[config.mk]
export PLATFORM = sky130hd
export DESIGN_NAME = systolic_mac_node_v2_flat
export DESIGN_NICKNAME = d
export VERILOG_FILES = /design/src/rtl/systolic_mac_node_v2_if.sv /design/src/rtl/systolic_mac_node_v2.sv /design/src/flat_wrapper.sv
export SDC_FILE = /design/constraint.sdc
export NUM_CORES = 1
export LEC_CHECK = 0
export CAP_MARGIN = 20
export CORE_MARGIN = 4
export CORE_UTILIZATION = 40
export CTS_CLUSTER_SIZE = 8
export DETAILED_ROUTE_END_ITERATION = 10
export GPL_TIMING_DRIVEN = 0
export HOLD_SLACK_MARGIN = 0.08
export PLACE_DENSITY = 0.71
export SYNTH_ARGS = -nofsm -noshare
export SYNTH_HDL_FRONTEND = slang
export SYNTH_SLANG_ARGS = --single-unit
[constraint.sdc]
create_clock -name clk_in -period 5 [get_ports clk_in]
set_input_delay 1.25 -clock clk_in [delete_from_list [all_inputs] [get_ports clk_in]]
set_output_delay 1.25 -clock clk_in [all_outputs]
set_load 0.1 [all_outputs]
[src/rtl/systolic_mac_node_v2_if.sv]
// -----------------------------------------------------------------------------
// systolic_mac_node_v2_if
// Bundles the per-cell data and weight signals of one systolic MAC node.
//
// Signals (directions seen from the node, i.e. the slave modport):
//   enable_in        in   pipeline advance; 0 holds every register
//   weight_valid_in  in   load weight_in into the shadow weight
//   weight_in        in   weight for the shadow register / chain
//   weight_swap_in   in   copy shadow weight to active weight
//   weight_out       out  shadow weight, to the cell below
//   act_valid_in     in   activation_in / partial_sum_in are valid
//   activation_in    in   activation from the left cell
//   partial_sum_in   in   partial sum from the cell above
//   act_valid_out    out  activation_out is valid
//   activation_out   out  activation to the right cell
//   psum_valid_out   out  partial_sum_out is valid
//   partial_sum_out  out  partial sum to the cell below
//
// The master modport is the driving side (neighbour cell or test harness).
// -----------------------------------------------------------------------------
interface systolic_mac_node_v2_if #(
    parameter int DATA_WIDTH     = 16,
    parameter int PSUM_IN_WIDTH  = 16,
    parameter int PSUM_OUT_WIDTH = PSUM_IN_WIDTH + 1
);
    logic                              enable_in;
    logic                              weight_valid_in;
    logic signed [DATA_WIDTH-1:0]      weight_in;
    logic                              weight_swap_in;
    logic signed [DATA_WIDTH-1:0]      weight_out;
    logic                              act_valid_in;
    logic signed [DATA_WIDTH-1:0]      activation_in;
    logic signed [PSUM_IN_WIDTH-1:0]   partial_sum_in;
    logic                              act_valid_out;
    logic signed [DATA_WIDTH-1:0]      activation_out;
    logic                              psum_valid_out;
    logic signed [PSUM_OUT_WIDTH-1:0]  partial_sum_out;

    modport master (
        output enable_in,
        output weight_valid_in,
        output weight_in,
        output weight_swap_in,
        input  weight_out,
        output act_valid_in,
        output activation_in,
        output partial_sum_in,
        input  act_valid_out,
        input  activation_out,
        input  psum_valid_out,
        input  partial_sum_out
    );

    modport slave (
        input  enable_in,
        input  weight_valid_in,
        input  weight_in,
        input  weight_swap_in,
        output weight_out,
        input  act_valid_in,
        input  activation_in,
        input  partial_sum_in,
        output act_valid_out,
        output activation_out,
        output psum_valid_out,
        output partial_sum_out
    );
endinterface

[src/rtl/systolic_mac_node_v2.sv]
// -----------------------------------------------------------------------------
// systolic_mac_node_v2
// Weight-stationary processing element for the systolic array. Multiplies the
// incoming signed fixed-point activation by the active weight, rescales
// (truncate or round half up), saturates to DATA_WIDTH, adds the partial sum
// from above and forwards the activation right and the sum down.
// Weights are double buffered: a shadow register (also driven down the weight
// daisy-chain on weight_out) and an active register loaded by a swap.
//
// Ports:
//   clk_in        in   clock, rising edge
//   rst_n_in      in   asynchronous active-low reset (internally released
//                      synchronously)
//   node          slave modport of systolic_mac_node_v2_if (data, weights,
//                      valids, enable)
//   sat_clear_in  in   clear the sticky saturation flag   (optional)
//   sat_flag_out  out  sticky saturation flag             (optional)
//
// Build option:
//   SYSTOLIC_NODE_SAT_FLAG_EN  when defined, adds sat_clear_in/sat_flag_out and
//                              the sticky flag logic. Datapath is unchanged.
//
// Latency: activation_out two edges after the input cycle, partial_sum_out
// three edges after.
// -----------------------------------------------------------------------------
module systolic_mac_node_v2 #(
    parameter int DATA_WIDTH     = 16,
    parameter int FRAC_BITS      = 10,
    parameter int PSUM_IN_WIDTH  = 16,
    parameter int PSUM_OUT_WIDTH = PSUM_IN_WIDTH + 1,
    parameter int ROUND_NEAREST  = 0
) (
    input  logic                   clk_in,
    input  logic                   rst_n_in,
    systolic_mac_node_v2_if.slave  node
`ifdef SYSTOLIC_NODE_SAT_FLAG_EN
    ,
    input  logic                   sat_clear_in,
    output logic                   sat_flag_out
`endif
);

    localparam int PROD_WIDTH = 2 * DATA_WIDTH;
    // One guard bit so adding the rounding constant can never overflow.
    localparam int EXT_WIDTH  = PROD_WIDTH + 1;

    localparam logic signed [EXT_WIDTH-1:0] ROUND_HALF =
        (ROUND_NEAREST != 0 && FRAC_BITS > 0)
            ? (EXT_WIDTH'(1) << ((FRAC_BITS > 0) ? FRAC_BITS - 1 : 0))
            : '0;

    localparam logic signed [EXT_WIDTH-1:0] SAT_MAX =
        {{(EXT_WIDTH - DATA_WIDTH + 1){1'b0}}, {(DATA_WIDTH - 1){1'b1}}};
    localparam logic signed [EXT_WIDTH-1:0] SAT_MIN =
        {{(EXT_WIDTH - DATA_WIDTH + 1){1'b1}}, {(DATA_WIDTH - 1){1'b0}}};

    // Arithmetic right shift by FRAC_BITS, optionally rounding half up first.
    function automatic logic signed [EXT_WIDTH-1:0] rescale(
        input logic signed [PROD_WIDTH-1:0] prod
    );
        logic signed [EXT_WIDTH-1:0] ext;
        ext = EXT_WIDTH'(prod) + ROUND_HALF;
        return ext >>> FRAC_BITS;
    endfunction

    // Clamp to the signed DATA_WIDTH range.
    function automatic logic signed [DATA_WIDTH-1:0] saturate(
        input logic signed [EXT_WIDTH-1:0] v
    );
        logic signed [EXT_WIDTH-1:0] c;
        if (v > SAT_MAX) begin
            c = SAT_MAX;
        end else if (v < SAT_MIN) begin
            c = SAT_MIN;
        end else begin
            c = v;
        end
        return c[DATA_WIDTH-1:0];
    endfunction

`ifdef SYSTOLIC_NODE_SAT_FLAG_EN
    function automatic logic saturates(
        input logic signed [EXT_WIDTH-1:0] v
    );
        return (v > SAT_MAX) || (v < SAT_MIN);
    endfunction
`endif

    // Reset synchronizer: assertion is immediate, release is aligned to clk_in.
    logic rst_meta;
    logic rst_core_n;

    always_ff @(posedge clk_in or negedge rst_n_in) begin
        if (!rst_n_in) begin
            rst_meta   <= 1'b0;
            rst_core_n <= 1'b0;
        end else begin
            rst_meta   <= 1'b1;
            rst_core_n <= rst_meta;
        end
    end

    logic                             enable;
    assign enable = node.enable_in;

    // Weight buffers
    logic signed [DATA_WIDTH-1:0]     shadow_w;
    logic signed [DATA_WIDTH-1:0]     active_w;
    logic                             swap_p0;
    logic signed [DATA_WIDTH-1:0]     swap_w_p0;

    // Datapath pipeline
    logic                             vld_p0;
    logic signed [DATA_WIDTH-1:0]     act_p0;
    logic signed [PSUM_IN_WIDTH-1:0]  psum_p0;
    logic                             vld_p1;
    logic signed [DATA_WIDTH-1:0]     act_p1;
    logic signed [PSUM_IN_WIDTH-1:0]  psum_p1;
    logic signed [PROD_WIDTH-1:0]     prod_p1;
    logic                             vld_p2;
    logic signed [PSUM_OUT_WIDTH-1:0] psum_p2;

    logic signed [EXT_WIDTH-1:0]      scaled_p1;
    logic signed [DATA_WIDTH-1:0]     sat_p1;
    logic signed [PSUM_OUT_WIDTH-1:0] sum_p1;

    assign scaled_p1 = rescale(prod_p1);
    assign sat_p1    = saturate(scaled_p1);
    // Both operands sign-extended to the output width, so the add cannot wrap.
    assign sum_p1    = PSUM_OUT_WIDTH'(psum_p1) + PSUM_OUT_WIDTH'(sat_p1);

    // A swap is tagged onto the beat presented with it, together with a
    // snapshot of the shadow at that edge. That beat still multiplies by the
    // old active weight; the new weight lands on the same edge as that beat's
    // product, so every later beat uses it. Snapshotting the shadow means a
    // simultaneous load cannot leak into the active weight.
    always_ff @(posedge clk_in or negedge rst_core_n) begin
        if (!rst_core_n) begin
            shadow_w  <= '0;
            active_w  <= '0;
            swap_p0   <= 1'b0;
            swap_w_p0 <= '0;
        end else if (enable) begin
            if (node.weight_valid_in) begin
                shadow_w <= node.weight_in;
            end
            swap_p0   <= node.weight_swap_in;
            swap_w_p0 <= shadow_w;
            if (swap_p0) begin
                active_w <= swap_w_p0;
            end
        end
    end

    always_ff @(posedge clk_in or negedge rst_core_n) begin
        if (!rst_core_n) begin
            vld_p0  <= 1'b0;
            act_p0  <= '0;
            psum_p0 <= '0;
            vld_p1  <= 1'b0;
            act_p1  <= '0;
            psum_p1 <= '0;
            prod_p1 <= '0;
            vld_p2  <= 1'b0;
            psum_p2 <= '0;
        end else if (enable) begin
            // ---- E0: capture inputs ----
            vld_p0  <= node.act_valid_in;
            act_p0  <= node.activation_in;
            psum_p0 <= node.partial_sum_in;
            // ---- E1: full-width product, activation forward ----
            vld_p1  <= vld_p0;
            act_p1  <= act_p0;
            psum_p1 <= psum_p0;
            prod_p1 <= PROD_WIDTH'(active_w) * PROD_WIDTH'(act_p0);
            // ---- E2: rescale, saturate, accumulate ----
            vld_p2  <= vld_p1;
            psum_p2 <= sum_p1;
        end
    end

    assign node.weight_out      = shadow_w;
    assign node.act_valid_out   = vld_p1;
    assign node.activation_out  = act_p1;
    assign node.psum_valid_out  = vld_p2;
    assign node.partial_sum_out = psum_p2;

`ifdef SYSTOLIC_NODE_SAT_FLAG_EN
    logic sat_flag_q;

    // Set has priority over clear so a saturation on the clearing edge is kept.
    always_ff @(posedge clk_in or negedge rst_core_n) begin
        if (!rst_core_n) begin
            sat_flag_q <= 1'b0;
        end else if (enable) begin
            if (vld_p1 && saturates(scaled_p1)) begin
                sat_flag_q <= 1'b1;
            end else if (sat_clear_in) begin
                sat_flag_q <= 1'b0;
            end
        end
    end

    assign sat_flag_out = sat_flag_q;
`endif

endmodule

[src/flat_wrapper.sv]
// flat-port wrapper written by rule: the top's interface ports become plain ports
module systolic_mac_node_v2_flat 
#(
    parameter int DATA_WIDTH     = 16,
    parameter int FRAC_BITS      = 10,
    parameter int PSUM_IN_WIDTH  = 16,
    parameter int PSUM_OUT_WIDTH = PSUM_IN_WIDTH + 1,
    parameter int ROUND_NEAREST  = 0
)
  (clk_in, rst_n_in, node_enable_in, node_weight_valid_in, node_weight_in, node_weight_swap_in, node_weight_out, node_act_valid_in, node_activation_in, node_partial_sum_in, node_act_valid_out, node_activation_out, node_psum_valid_out, node_partial_sum_out);
  systolic_mac_node_v2_if #(.DATA_WIDTH(DATA_WIDTH), .PSUM_IN_WIDTH(PSUM_IN_WIDTH), .PSUM_OUT_WIDTH(PSUM_OUT_WIDTH)) node_i ();
  input  logic clk_in;
  input  logic rst_n_in;
  input wire logic [$bits(node_i.enable_in)-1:0] node_enable_in;
  input wire logic [$bits(node_i.weight_valid_in)-1:0] node_weight_valid_in;
  input wire logic [$bits(node_i.weight_in)-1:0] node_weight_in;
  input wire logic [$bits(node_i.weight_swap_in)-1:0] node_weight_swap_in;
  output wire logic [$bits(node_i.weight_out)-1:0] node_weight_out;
  input wire logic [$bits(node_i.act_valid_in)-1:0] node_act_valid_in;
  input wire logic [$bits(node_i.activation_in)-1:0] node_activation_in;
  input wire logic [$bits(node_i.partial_sum_in)-1:0] node_partial_sum_in;
  output wire logic [$bits(node_i.act_valid_out)-1:0] node_act_valid_out;
  output wire logic [$bits(node_i.activation_out)-1:0] node_activation_out;
  output wire logic [$bits(node_i.psum_valid_out)-1:0] node_psum_valid_out;
  output wire logic [$bits(node_i.partial_sum_out)-1:0] node_partial_sum_out;
  assign node_i.enable_in = node_enable_in;
  assign node_i.weight_valid_in = node_weight_valid_in;
  assign node_i.weight_in = node_weight_in;
  assign node_i.weight_swap_in = node_weight_swap_in;
  assign node_weight_out = node_i.weight_out;
  assign node_i.act_valid_in = node_act_valid_in;
  assign node_i.activation_in = node_activation_in;
  assign node_i.partial_sum_in = node_partial_sum_in;
  assign node_act_valid_out = node_i.act_valid_out;
  assign node_activation_out = node_i.activation_out;
  assign node_psum_valid_out = node_i.psum_valid_out;
  assign node_partial_sum_out = node_i.partial_sum_out;
  systolic_mac_node_v2 #(.DATA_WIDTH(DATA_WIDTH), .FRAC_BITS(FRAC_BITS), .PSUM_IN_WIDTH(PSUM_IN_WIDTH), .PSUM_OUT_WIDTH(PSUM_OUT_WIDTH), .ROUND_NEAREST(ROUND_NEAREST)) u_core (.clk_in(clk_in), .rst_n_in(rst_n_in), .node(node_i));
endmodule
# Word-level counts from Yosys, hierarchy flattened

Cells that the tools add are included.

Flip-flop bits (word level): 167
Logic and storage cells: 23

$add $sub $neg: 1
Multiply operators: 1
Magnitude comparators: 2
Mux-type cells: 2
Reductions and logical operators: 2

Operators with widths:

| cell                                                                            | number |
|---|---|
| 16-bit by 16-bit multiplier with 32-bit output                                  | 1 |
| 16-bit two-way mux                                                              | 2 |
| 22-bit by 16-bit > comparator with 1-bit output (second input constant)         | 1 |
| 22-bit by 16-bit less-than comparator with 1-bit output (second input constant) | 1 |
| 16-bit by 16-bit adder with 17-bit output                                       | 1 |
| 2-bit AND reduction                                                             | 2 |

# Logic depth before layout (Yosys ltp)

Depth after elaboration: 4
Mapped depth: 24
Depth with buffers taken out: 22

# Worst setup path before layout

OpenSTA, ideal clock, no wires.

Path kind: flip-flop to flip-flop
From: reg u_core.act_p0[7]
To: reg u_core.prod_p1[29]
Library setup time: 0.125 ns
Data arrival time: 5.797 ns
Data required time: 4.875 ns
Setup slack: -0.922 ns
Cell stages (with the launch flop): 23
Path through: dfrtp_1 clkbuf_1 clkbuf_1 nand2_1 fa_1 inv_1 fa_1 fa_1 fa_1 fa_1 inv_1 fa_1 inv_1 ha_1 a21o_1 a21o_1 a21oi_2 nor4b_4 a21o_2 o211ai_2 a31oi_2 xnor2_1 mux2_2

Longest elaborated chain between the ends: 1

Ends and longest elaborated chain:

| element                                        | RTL line                    | source |
|---|---|---|
| start: declaration                             | systolic_mac_node_v2.sv:114 | `logic signed [DATA_WIDTH-1:0] act_p0;` |
| start signal: assignment                       | systolic_mac_node_v2.sv:169 | `act_p0 <= node.activation_in;` |
| 16-bit by 16-bit multiplier with 32-bit output | systolic_mac_node_v2.sv:175 | `prod_p1 <= PROD_WIDTH'(active_w) * PROD_WIDTH'(act_p0);` |
| end signal: assignment                         | systolic_mac_node_v2.sv:175 |  |
| end: declaration                               | systolic_mac_node_v2.sv:119 | `logic signed [PROD_WIDTH-1:0] prod_p1;` |

No other way between the ends.
A chain may end at the register's enable or synchronous reset.

# Worst setup path after layout

From: reg u_core.act_p0[4]
To: reg u_core.prod_p1[19]

Same word-level chain as after synthesis.

==> results.sh <==
export IMPL_synth_distinct_cells=49
export IMPL_grtUsageMet1_pct=23.4
export IMPL_design_die_area_mm2=0.0436
export IMPL_cts_sinks=157
export IMPL_reg2reg_from="u_core.act_p0[4]"
export IMPL_grt_max_degree=74
export IMPL_drtIter0Drc=640
export IMPL_ys_flop_type="dfrtp_1"
export IMPL_synth_common_cells="inv_1 (332), fa_1 (262), dfrtp_1 (157)"
export IMPL_avgSynthCellArea_um2=10.6
export IMPL_cts_buffer_depth=2
export IMPL_cp_data_arrival_time_ns=6.24
export IMPL_critPathMaxFanout=4
export IMPL_drt_pass1_iterations=5
export IMPL_skew_ns=0.00923
export IMPL_grt_use_met3_pct=3.45
export IMPL_max_freq_ghz=0.169
export IMPL_top_usage_layer="met2"
export IMPL_cp_start_kind="flop"
export IMPL_rsz0062_at_grt="yes"
export IMPL_root_buffer="clkbuf_16"
export IMPL_nets=2139
export IMPL_die_w_um=209
export IMPL_crit_end="u_core.prod_p1[19]"
export IMPL_via_per_inst=4.98
export IMPL_setup_viol_count_final=22
export IMPL_drive_gt1_share_pct=24.3
export IMPL_nFillCells=3612
export IMPL_core_area_mm2=0.0398
export IMPL_hold_worst_slack_ns=0.274
export IMPL_endpoint_kind="flop"
export IMPL_finalWirelength_mm=39.8
export IMPL_worst_pin_slew_ns=1.00
export IMPL_timing_reg2reg_setup_slack_ns=-0.92
export IMPL_cts_tree="done"
export IMPL_track_usage_pct=18.8
export IMPL_rr_endpoint="u_core.prod_p1[19]"
export IMPL_async_flop_share_pct=100
export IMPL_synth_area_mm2=0.0161
export IMPL_gr_total_overflow=0
export IMPL_finalCritPeriodShare_pct=118
export IMPL_finalHoldViolCount=0
export IMPL_ant_nets=0
export IMPL_place_port_buffers=104
export IMPL_synth_edf_count=0
export IMPL_critPathKind="flop to flop"
export IMPL_drv_slew=0
export IMPL_grt_pass1_vias=12700
export IMPL_gp_congestion=0.928
export IMPL_ff2ff_path_depth=23
export IMPL_hpwl_mm=30.9
export IMPL_cts_made_buffers=17
export IMPL_routedWlPerCell_um=17.6
export IMPL_seq_area_frac_synth_pct=24.3
export IMPL_placed_cells=2148
export IMPL_drv_cap=0
export IMPL_ioPinCount=105
export IMPL_dr_total_vias=11300
export IMPL_synth_most_common_cell="inv_1"
export IMPL_cp_startpoint="u_core.act_p0[4]"
export IMPL_area_growth_pct=24.8
export IMPL_violations="setup timing"
export IMPL_synth_nets=1928
export IMPL_critPathMaxStageDelay_ns=0.53
export IMPL_cp_cell_sequence="buf_4 -> and2_4 -> fa_1 -> inv_1 -> fa_1 -> fa_1 -> inv_1 -> fa_1 -> fa_1 -> inv_1 -> fa_1 -> inv_1 -> ha_4 -> a21oi_4 -> o21ai_2 -> a31o_4 -> buf_12 -> o31ai_4 -> o21bai_1 -> a21o_1 -> a21o_1 -> xor2_1 -> mux2_4"
export IMPL_syn_inst=1517
export IMPL_clkLatencyLatePin_ns=0.44
export IMPL_n_antenna_cell=0
export IMPL_synthTopCellsByArea="fa_1 (32%), dfrtp_1 (24%), mux2_2 (9.8%)"
export IMPL_status="finished with violations"
export IMPL_drc_errors=0
export IMPL_synth_top_area_cell="fa_1"
export IMPL_post_route_worst_setup_slack_ns=-0.917
export IMPL_grt_pass1_wl_mm=65.0
export IMPL_use_met2_pct=32.4
export IMPL_post_layout_nonfiller_instances=2266
export IMPL_path_clk_slew_ns=0.06
export IMPL_crit_top_cell="fa_1"
export IMPL_min_path_type="flop to asynchronous set/reset pin"
export IMPL_slowest_stage="fa_1"
export IMPL_slew_headroom_pct=32.9
export IMPL_h_tree_depth=4
export IMPL_die_height_um=209
export IMPL_antenna_found_initial=0
export IMPL_min_period_ns=5.92
export IMPL_start_util_pct=40.5
export IMPL_synth_top_cell_area_share_pct=32.5
export IMPL_synth_seq_cells=157
export IMPL_yosys_warnings=0
export IMPL_crit_required_ns=5.32
export IMPL_row_count=73
export IMPL_cts_hold_buf=0
[stage by stage]
| step | utilization, % | setup WS [ns] | TNS (ns) | cell area, um^2 |
|---|---|---|---|---|
| floorplan | - | -0.581 | -6.65 | 16400 |
| global placement | 45.5 | -1.37 | -227.01 | 18100 |
| detailed placement | 45.7 | -1.39 | -24.01 | 18200 |
| CTS | 49.7 | -0.903 | -13.99 | 19800 |
| global route | 50.6 | -1.10 | -18.27 | 20100 |
| finish | 50.6 | -0.917 | -14.37 | 20100 |
[cell families after synthesis]
| group | after synthesis | synth area share [%] |
|---|---|---|
| buf+inv | 388 | 9.02 |
| xor+xnor | 39 | 2.12 |
| mux | 140 | 9.77 |
| simple gates | 332 | 10.4 |
| flops | 157 | 24.3 |
| other cells | 1 | 0.0232 |
| fa+ha+maj | 357 | 39.9 |
| compound gates | 103 | 4.43 |
[cells in the final DEF (no fill, tap or decap), drive strengths merged, types with 6 or more instances in the layout]
cell type / count
a21o: 13
a21oi: 27
a31oi: 8
and2: 126
buf: 100
clkbuf: 65
clkdlybuf4s50: 104
dfrtp: 157
fa: 262
ha: 95
inv: 335
mux2: 140
nand2: 133
nand2b: 8
nand4: 6
nor2: 28
o21a: 16
o21ai: 10
o21bai: 6
or3: 6
xnor2: 26
xor2: 13
[how the worst min path moves through the flow]
stage / start / endpoint / slack [ns]
3_5_place_dp: u_core.rst_core_n / u_core.swap_w_p0[12] / 0.29
2_1_floorplan: u_core.rst_meta / u_core.rst_core_n / 0.33
4_1_cts: u_core.rst_core_n / u_core.swap_w_p0[12] / 0.29
3_3_place_gp: u_core.rst_meta / u_core.rst_core_n / 0.34
6_report: u_core.rst_core_n / u_core.swap_w_p0[14] / 0.27
5_1_grt: u_core.rst_core_n / u_core.swap_w_p0[14] / 0.32
[critical path, delay by kind of cell (launching register included)]
kind / cells / cell delay (ns)
flip-flops: 1 / 0.44
AND/OR/NAND/NOR: 1 / 0.15
XOR/XNOR: 1 / 0.14
multiplexers: 1 / 0.25
adder cells (fa/ha/maj): 7 / 3.14
buffers and inverters: 6 / 0.50
AO/OA/AOI/OAI: 7 / 1.15
[flip-flops by register name, summed over array words and instances (netlist names)]
signal                       cells
u_core.node.weight_out          16
u_core.swap_w_p0                16
u_core.psum_p0                  16
u_core.node.partial_sum_out     17
u_core.node.psum_valid_out       1
u_core.psum_p1                  16
u_core.node.activation_out      16
u_core.rst_meta                  1
u_core.prod_p1                  22
u_core.node.act_valid_out        1
u_core.swap_p0                   1
u_core.vld_p0                    1
u_core.rst_core_n                1
u_core.act_p0                   16
u_core.active_w                 16
[layout make-up]
type	count	area, um^2	share of cell area [%]
multi-input cells	972	11300	55.9
clock inverters	11	156	0.776
inverters	332	1250	6.21
flip-flops and latches	157	3970	19.7
well taps	525	657	3.26
clock buffers	21	450	2.24
repair buffers	192	1860	9.23
plain buffers	56	549	2.73
[routing by layer]
layer  part of all wire, %  vias up  wire length (um)
met5                     0        -                 0
met2                    51      310             20200
li1                      -     5065                 -
met4                   4.0        0              1610
met3                   5.4       73              2140
met1                    40     5846             15900
[what timing repair did]
item | 4_1_cts | 5_1_grt
buffers inserted | 65 | 21
pin swaps | 46 | 40
setup endpoints to repair | 22 | 22
resized for setup | 129 | 52
Power is not shown: default switching activity piles up to over one toggle a cycle in this logic, so the estimate is an artifact.
